[src/rtl/button_conditioner.sv]
// Pushbutton conditioner: synchronizer, debounce FSM and one-cycle press pulse.
// Define AUTO_REPEAT_EN to get auto-repeat pulses while the button is held.
module button_conditioner #(
    parameter int DEBOUNCE_CYCLES = 500000,
    parameter int REPEAT_DELAY    = 25000000,
    parameter int REPEAT_PERIOD   = 10000000
) (
    input  logic clk,
    input  logic rst_n,
    input  logic btn_n,
    output logic game_charge,
    output logic btn_level
);

    localparam int MAX_A = (DEBOUNCE_CYCLES > REPEAT_DELAY) ? DEBOUNCE_CYCLES : REPEAT_DELAY;
    localparam int MAX_C = (MAX_A > REPEAT_PERIOD) ? MAX_A : REPEAT_PERIOD;
    localparam int CW    = $clog2(MAX_C + 1);

    localparam logic [CW-1:0] DB_LAST = CW'(DEBOUNCE_CYCLES - 1);
`ifdef AUTO_REPEAT_EN
    localparam logic [CW-1:0] RD_LAST = CW'(REPEAT_DELAY - 1);
    localparam logic [CW-1:0] RP_LAST = CW'(REPEAT_PERIOD - 1);
`endif

    typedef enum logic [1:0] {
        IDLE         = 2'd0,
        PRESS_WAIT   = 2'd1,
        PRESSED      = 2'd2,
        RELEASE_WAIT = 2'd3
    } state_t;

    state_t        state, state_next;
    logic [CW-1:0] cnt, cnt_next;
    logic          pulse_next;
    logic          s1, s2;
`ifdef AUTO_REPEAT_EN
    logic          repeating, repeating_next;
`endif

    // Synchronizer resets to the released level so a held button looks like a fresh press.
    always_ff @(posedge clk or negedge rst_n) begin
        if (!rst_n) begin
            s1 <= 1'b1;
            s2 <= 1'b1;
        end else begin
            s1 <= btn_n;
            s2 <= s1;
        end
    end

    always_ff @(posedge clk or negedge rst_n) begin
        if (!rst_n) begin
            state       <= IDLE;
            cnt         <= '0;
            game_charge <= 1'b0;
`ifdef AUTO_REPEAT_EN
            repeating   <= 1'b0;
`endif
        end else begin
            state       <= state_next;
            cnt         <= cnt_next;
            game_charge <= pulse_next;
`ifdef AUTO_REPEAT_EN
            repeating   <= repeating_next;
`endif
        end
    end

    always_comb begin
        state_next = state;
        cnt_next   = cnt;
        pulse_next = 1'b0;
`ifdef AUTO_REPEAT_EN
        repeating_next = 1'b0;
`endif
        case (state)
            IDLE: begin
                cnt_next = '0;
                if (!s2) state_next = PRESS_WAIT;
            end
            PRESS_WAIT: begin
                if (s2) begin
                    state_next = IDLE;
                    cnt_next   = '0;
                end else if (cnt == DB_LAST) begin
                    state_next = PRESSED;
                    cnt_next   = '0;
                    pulse_next = 1'b1;
                end else begin
                    cnt_next = cnt + 1'b1;
                end
            end
            PRESSED: begin
                if (s2) begin
                    state_next = RELEASE_WAIT;
                    cnt_next   = '0;
                end else begin
`ifdef AUTO_REPEAT_EN
                    // First repeat waits REPEAT_DELAY, later ones REPEAT_PERIOD.
                    repeating_next = repeating;
                    if (cnt == (repeating ? RP_LAST : RD_LAST)) begin
                        cnt_next       = '0;
                        repeating_next = 1'b1;
                        pulse_next     = ~game_charge;
                    end else begin
                        cnt_next = cnt + 1'b1;
                    end
`else
                    cnt_next = '0;
`endif
                end
            end
            RELEASE_WAIT: begin
                if (!s2) begin
                    state_next = PRESSED;
                    cnt_next   = '0;
                end else if (cnt == DB_LAST) begin
                    state_next = IDLE;
                    cnt_next   = '0;
                end else begin
                    cnt_next = cnt + 1'b1;
                end
            end
            default: begin
                state_next = IDLE;
                cnt_next   = '0;
            end
        endcase
    end

    assign btn_level = (state == PRESSED) || (state == RELEASE_WAIT);

endmodule

[config.mk]
export PLATFORM = sky130hd
export DESIGN_NAME = button_conditioner
export DESIGN_NICKNAME = d
export VERILOG_FILES = /design/src/rtl/button_conditioner.sv
export SDC_FILE = /design/constraint.sdc
export NUM_CORES = 1
export LEC_CHECK = 0
export ABC_CLOCK_PERIOD_IN_PS = 4400
export CELL_PAD_IN_SITES_DETAIL_PLACEMENT = 1
export CELL_PAD_IN_SITES_GLOBAL_PLACEMENT = 1
export CORE_ASPECT_RATIO = 0.7
export CORE_MARGIN = 5
export CORE_UTILIZATION = 52
export CTS_CLUSTER_DIAMETER = 200
export DETAILED_ROUTE_END_ITERATION = 7
export DONT_BUFFER_PORTS = 1
export PLACE_DENSITY = 0.9
export SLEW_MARGIN = 5
export SYNTH_ARGS = -nofsm -noshare
export SYNTH_HDL_FRONTEND = slang
export SYNTH_SLANG_ARGS = --single-unit
[constraint.sdc]
create_clock -name clk -period 4.4 [get_ports clk]
set_input_delay 0.88 -clock clk [delete_from_list [all_inputs] [get_ports clk]]
set_output_delay 0.88 -clock clk [all_outputs]
set_load 0.02 [all_outputs]
; Yosys cells after proc, flatten, opt, wreduce, memory -nomap -nowiden
; Cells that the tools add are included.
[word_totals]
register_bits = 30
input_bits = 3
wordCells = 32
[op_classes]
addsub = 1
eq_ne = 8
n_mux = 14
reduce_logical = 4
[ops]
columns = op, n
row1 = 2-to-1 mux 25 bit, 3
row2 = case mux 25 bit (3 select lines), 1
row3 = "adder 25 x 1 -> 25 bit, second input constant", 1
row4 = "equality test 25 x 19 -> 1 bit, second input constant", 1
row5 = 2-to-1 mux 2 bit, 6
row6 = case mux 2 bit (4 select lines), 1
row7 = "inequality test 3 bit, second input constant", 2
row8 = "equality test 2 bit, second input constant", 2
row9 = "inequality test 2 bit, second input constant", 2
row10 = AND reduction 4 bit, 1
row11 = 2-to-1 mux 1 bit, 3
row12 = "equality test 2 x 1 -> 1 bit, second input constant", 1
row13 = zero test 2 bit, 1
row14 = OR reduction 2 bit, 1
row15 = logical OR 1 bit, 1

; Longest topological paths before layout
; Gate-level depths: netlist (run 1).
[logic_depth]
depth_word = 4
mapped_depth = 6
mapped_depth_nobuf = 5

; Worst setup path before layout (run 1)
; OpenSTA, ideal clock, no wires.
[synth_path]
kind = reg-to-reg
from = register cnt[12]
to = register cnt[18]
setup_ns = 0.130
arrival_time_ns = 1.894
required_ns = 4.270
path_slack_ns = 2.376
path_stages_with_launch = 7
n_path_buf = 2
synth_period_minus_slack_ns = 2.024
path_cell_list = dfrtp_1 -> buf_6 -> or4b_1 -> or4_4 -> o211ai_4 -> buf_6 -> a21oi_1
[synth_between]
elab_chain_cells = 4
[synth_lines]
columns = item, line_no
row1 = "start, declared", 33  ; logic [CW-1:0] cnt, cnt_next;
row2 = "start signal, assigned", 61  ; cnt <= cnt_next;
row3 = adder 25 x 1 -> 25 bit or equality test 25 x 19 -> 1 bit (tied branches), -
row4 = 2-to-1 mux 25 bit (*), "85, 117"
row5 = "2-to-1 mux 25 bit, on equally long branches", "114, 82"
row6 = case mux 25 bit (3 select lines) (*), 76  ; case (state)
row7 = via cnt_next[18], 33
; The timed path passes the listed nets; every way through them passes the cells marked *.
; A chain may end at the register's enable or synchronous reset.

; Worst setup path in the final report (run 1)
[layout_path]
from = register cnt[0]
to = register cnt[15]
; Same word-level chain as after synthesis.

==> results of run 1 <==
critical path, cell delays in order (launching register included):
cell      delay (ps)
dfrtp_1          430
ha_1             280
nand4_1          280
or4_4            630
o211ai_4         640
nor2_1           140
through the flow:
step	cells	utilization [%]	hold WS [ps]	power [mW]
after floorplan	151	-	345.2	0.2928
after global placement	179	53.84	345.9	0.2927
after detailed placement	179	53.84	347.5	0.2934
after CTS	187	57.72	281.2	0.5646
after global routing	187	57.72	273.5	0.5768
final	187	57.72	289.0	0.5615
worst paths after layout:
path	startpoint	depth (start not counted)	end
max	cnt[0]$_DFF_PN0_	5	cnt[15]$_DFF_PN0_
min	rst_n	0	cnt[2]$_DFF_PN0_
max reg2reg	cnt[0]$_DFF_PN0_	5	cnt[15]$_DFF_PN0_
min reg2reg	s1$_DFF_PN1_	0	s2$_DFF_PN1_
max in group asynchronous	rst_n	0	s1$_DFF_PN1_
min in group clk	s1$_DFF_PN1_	0	s2$_DFF_PN1_
routing by layer:
metal / global-route usage, % / vias up / share of wire (%)
li1: - / 543 / -
met1: 27.67 / 606 / 48
met2: 29.29 / 26 / 48
met3: 5.797 / 7 / 3.4
met4: 8.629 / 0 / 1.0
met5: 0 / - / 0
sequential cells by signal (all words and copies together), names as in the netlist, named ones only:
signal,count
cnt,25
game_charge,1
s1,1
s2,1
state,1
cells by family after synthesis:
group / count (synthesis) / synth area share (%)
xor gates and xnor gates: 16 / 9.225
and+or+nand+nor: 73 / 27.18
AOI/OAI and AO/OA: 17 / 7.661
DFF: 30 / 49.59
muxes: 1 / 0.6590
buffers and inverters: 13 / 4.860
adders and majority gates: 1 / 0.8236
cell type report:
type,instances,area (µm²)
Clock inverter,3,40.04
Inverter,5,18.77
Fill cell,321,1185
Tap cell,36,45.04
Multi-Input combinational cell,108,691.9
Sequential cell,30,753.2
Clock buffer,5,68.82
cell usage after synthesis:
library cell,count
dfrtp_1,28
nor2_1,19
xnor2_1,12
nand2_1,9
nand4_1,9
a21oi_1,8
nand3_1,7
nor4_1,7
or4_1,7
o31ai_1,6
inv_1,5
nor3_1,4
xor2_1,4
buf_6,3
clkbuf_1,3
or3_1,3
and4_1,2
buf_2,2
dfstp_2,2
o21ai_0,2
and2_1,1
ha_1,1
mux2i_1,1
nand4_4,1
nor2b_1,1
nor4b_1,1
o211ai_4,1
or4_4,1
or4b_1,1
cells in the final DEF (no fill, tap or decap), types with 2 or more instances in the layout:
cell type and instances:
a21oi_1 8, and4_1 2, clkbuf_8 5, clkinv_2 2, dfrtp_1 28, dfstp_2 2, inv_1 5, nand2_1 9
nand3_1 7, nand4_1 9, nor2_1 19, nor3_1 4, nor4_1 7, o21ai_0 2, o31ai_1 6, or3_1 3
or4_1 7, xnor2_1 12, xor2_1 4
power groups by stage:
stage               clock, mW  combinational, mW  sequential, mW
finish                  0.273            0.00693           0.281
global route            0.288            0.00752           0.281
CTS                     0.276            0.00701           0.281
detailed placement          0            0.00689           0.286
global placement            0            0.00644           0.286
floorplan                   0            0.00719           0.286
==> results_dict.tcl, run 1 <==
set metrics [dict create \
    post_cts_buffers 0 \
    dp_hpwl_um 2525 \
    p_sw_mw 0.1144 \
    power_density_nw_per_um2 347.1 \
    postRouteAntennaNets 0 \
    grt_usage_pct 20.13 \
    drive_gt1_share_pct 8.609 \
    period_share_pct 57.77 \
    grt_antenna_before_repair 0 \
    routed_wl_um 3793 \
    cts_buffers 5 \
    syn_area_per_cell_um2 10.06 \
    cp.required_ps 4530 \
    rsz0062_at_grt "no" \
    ys_ff_latch 30 \
    p_sw_share_pct 20.37 \
    grt_pass1_wl_um 6472 \
    yosysTopAreaCell "dfrtp_1" \
    port_buffers 0 \
    internal_power_mw 0.4471 \
    die_y_um 55.22 \
    p_comb_share_pct 1.2 \
    num_rows 16 \
    design.portCount 5 \
    layout_setup_ws_ps 1858 \
    ctsHtreeMaxLevel 2 \
    numClockSinks 30 \
    area_growth_pct 6.507 \
    finalClockSkew_ps 4.094 \
    synth-warning-count 0 \
    crit_arrival_ps 2670 \
    hold_violations 0 \
    viasPerCell 6.321 \
    fp.dieArea_um2 4119 \
    cts_resized 0 \
    endpoint_kind "flip-flop" \
    synthTopCellsByArea "dfrtp_1, xnor2_1, nor2_1" \
    fin_nets 154 \
    path_clk_slew_ps 60 \
    synth_cells 151 \
    critPathKind "reg -> reg" \
    sequentialPowerShare_pct 50.1 \
    ys_types 29 \
    period_minus_slack_ps 2542 \
    gp_routability_congestion 0.7467 \
    cts_tree "built" \
    synth_fp_nets 155 \
    yosysTopAreaCellShare_pct 46.13 \
    clockBufferDepth 2 \
    drt_drc_violations_left 0 \
    grt_pass1_vias 1325 \
    pre_cts_ws_ps 1912 \
    grt_overflow 0 \
    worstSetupStartpointType "flip-flop" \
    hold_path.class "in -> async" \
    syn_area_um2 1519 \
    drt_first_iter_violations 80 \
    antennaDiodeCount 0 \
    p_leak_nw 0.5936 \
    fin_setup_tns_ps 0 \
    wl_per_cell_um 20.28 \
    slew_violations 0 \
    vias 1182 \
    clock_latency_ps 280 \
    irDropWorstVdd_v 0.0002569 \
    ys_seq_area_share_pct 49.59 \
    placedInstanceArea_um2 1509 \
    status "finished, final reports clean" \
    start_util_pct 54.20 \
    grt_max_degree 31 \
    clkPwrFrac_pct 48.7 \
    core_area_um2 2803 \
    fmaxAchievable_mhz 393.4 \
    drt-pass1-iter-count 4 \
    crit_path_max_fanout 25 \
    fin_area_um2 1618 \
    slew-limit-headroom_pct 50.95 \
    setup_violations 0 \
    reg2reg_slack_ps 1860 \
    tightest_slew_ps 732.3 \
    die_w_um 74.60 \
    holdBufCountCts 0 \
    drv_cap 0 \
    cts-root-buf "clkbuf_8" \
]
(Power assumes the default switching activity.)
==> run 2, diff against run 1 <==
--- a/config.mk
+++ b/config.mk
@@ -5,16 +5,16 @@
 export SDC_FILE = /design/constraint.sdc
 export NUM_CORES = 1
 export LEC_CHECK = 0
-export ABC_CLOCK_PERIOD_IN_PS = 4400
+export ABC_CLOCK_PERIOD_IN_PS = 2300
 export CELL_PAD_IN_SITES_DETAIL_PLACEMENT = 1
 export CELL_PAD_IN_SITES_GLOBAL_PLACEMENT = 1
 export CORE_ASPECT_RATIO = 0.7
 export CORE_MARGIN = 5
-export CORE_UTILIZATION = 52
+export CORE_UTILIZATION = 44
 export CTS_CLUSTER_DIAMETER = 200
 export DETAILED_ROUTE_END_ITERATION = 7
 export DONT_BUFFER_PORTS = 1
-export PLACE_DENSITY = 0.9
+export PLACE_DENSITY = 0.82
 export SLEW_MARGIN = 5
 export SYNTH_ARGS = -nofsm -noshare
 export SYNTH_HDL_FRONTEND = slang
==> constraint.sdc (replaced) <==
create_clock -name clk -period 2.3 [get_ports clk]
set_input_delay 0.46 -clock clk [delete_from_list [all_inputs] [get_ports clk]]
set_output_delay 0.46 -clock clk [all_outputs]
set_load 0.02 [all_outputs]
==> run 2 against run 1 <==
Clock-buffer cell count rose by 2. Via count is 1.0% higher. Sequential share of layout area shrank 2.0 points. Design area increased by 4.6%. Core utilization down 5.4 points. Critical endpoint is now cnt[23]$_DFF_PN0_. Largest power group unchanged.
==> results_dict.tcl, run 2 (synthesis results as in run 1) <==
set metrics [dict create \
    clockBufferDepth 2 \
    num_rows 17 \
    grt_pass1_vias 1191 \
    postRouteAntennaNets 0 \
    whs_ps 171.8 \
    ctsHtreeMaxLevel 2 \
    largest-register "cnt" \
    fin_nets 162 \
    cts_buffers 5 \
    port_buffers 0 \
    final_common_cell "dfrtp_1" \
    grt_max_degree 29 \
    fmaxAchievable_mhz 478.2 \
    cts_tree "built" \
    r2r_end "cnt[23]$_DFF_PN0_" \
    drv_cap 0 \
    grt_pass1_wl_um 6058 \
    p_leak_nw 0.6244 \
    numClockSinks 30 \
    instances_no_fill 206 \
    crit_arrival_ps 2300 \
    gp_routability_congestion 0.7696 \
    timing.rr.start "cnt[9]$_DFF_PN0_" \
    wl_per_cell_um 17.28 \
    cts_resized 0 \
    hold_path.class "in -> reg" \
    slew-limit-headroom_pct 68.86 \
    period_share_pct 90.93 \
    design.portCount 5 \
    hold_violations 0 \
    setup_violations 0 \
    rsz0062_at_grt "no" \
    antennaDiodeCount 0 \
    slew_violations 0 \
    placedInstanceArea_um2 1560 \
    tightest_slew_ps 462.9 \
    vias 1194 \
    endpoint_kind "flip-flop" \
    dp_cells 195 \
    routed_wl_um 3560 \
    viasPerCell 5.796 \
    r2r_cells 4 \
    wl_met2_um 1596 \
    drive_gt1_share_pct 11.32 \
    wl_met1_um 1803 \
    total_power_mw 1.009 \
    critPathKind "reg -> reg" \
    fin_util_pct 52.32 \
    area_growth_pct 11.37 \
    finalClockSkew_ps 5.268 \
    cts-root-buf "clkbuf_8" \
    crit_path_max_fanout 9 \
    clock_latency_ps 280 \
    whs_endpoint "s1$_DFF_PN1_" \
    power_density_nw_per_um2 596.7 \
    fp.dieArea_um2 4746 \
    period_minus_slack_ps 2091 \
    irDropWorstVdd_v 0.0003606 \
    hold_depth 0 \
    core_area_um2 3233 \
    grt_usage_pct 17.27 \
    cp.required_ps 2510 \
    fin_setup_tns_ps 0 \
    die_y_um 59.16 \
    worstSetupStartpointType "flip-flop" \
    final_cell_mix "dfrtp_1, nor2_1, xnor2_1" \
    holdBufCountCts 2 \
    largest_reg_flops 25 \
    drt-pass1-iter-count 5 \
    layout_setup_ws_ps 208.7 \
    routed.top_layer "met4" \
    fin_area_um2 1692 \
    post_cts_buffers 0 \
    reg2reg_slack_ps 210 \
    pre_cts_ws_ps 212.0 \
    die_w_um 80.23 \
    hold_path.startpoint "btn_n" \
    start_util_pct 46.98 \
    dp_hpwl_um 2426 \
    route.met3.wl_um 132 \
    path_clk_slew_ps 60 \
    drt_first_iter_violations 47 \
    grt_antenna_before_repair 0 \
    grt_overflow 0 \
    status "finished, final reports clean" \
    drt_drc_violations_left 0 \
]
[run 2: cell count changes in the layout (fill, tap and decap cells not counted), sizes merged]
cell	delta
clkinv	-1
clkbuf	+2
dlygate4sd3	+2
bufinv	-1
buf	+6
[run 2: critical path, stage by stage, from the launching register on]
cell and delay, ps:
dfrtp_1 460, nand3_1 210, or4_1 730, or4_1 460, a21oi_1 160
[run 2: where the power goes]
| group | switching [mW] | internal (mW) | leakage [nW] |
|---|---|---|---|
| clock network | 0.198 | 0.241 | 0.0482 |
| registers | 0.00472 | 0.534 | 0.409 |
| logic | 0.0212 | 0.0114 | 0.167 |
| total | 0.223 | 0.786 | 0.624 |
[run 2: area by class of cell]
class                           instances  area [µm²]
Sequential cell                        30       753.2
Clock buffer                            7       86.33
Timing Repair Buffer                    8       77.57
Tap cell                               47       58.81
Clock inverter                          1       5.005
Multi-Input combinational cell        108       691.9
Inverter                                5       18.77
Fill cell                             356        1541
[run 2: how the worst max path moves through the flow]
stage               depth (start not counted)           endpoint         startpoint
floorplan                                   6  cnt[18]$_DFF_PN0_  cnt[12]$_DFF_PN0_
detailed placement                          6   cnt[8]$_DFF_PN0_   cnt[0]$_DFF_PN0_
global route                                6  cnt[13]$_DFF_PN0_   cnt[0]$_DFF_PN0_
CTS                                         6  cnt[13]$_DFF_PN0_   cnt[0]$_DFF_PN0_
finish                                      4  cnt[23]$_DFF_PN0_   cnt[9]$_DFF_PN0_
global placement                            6   cnt[6]$_DFF_PN0_   cnt[0]$_DFF_PN0_
[run 2: layer usage]
metal / GRT usage (%) / vias to the layer above
met5: 0 / -
met1: 24.37 / 613
li1: - / 560
met3: 5.319 / 3
met2: 25.24 / 18
met4: 5.542 / 0
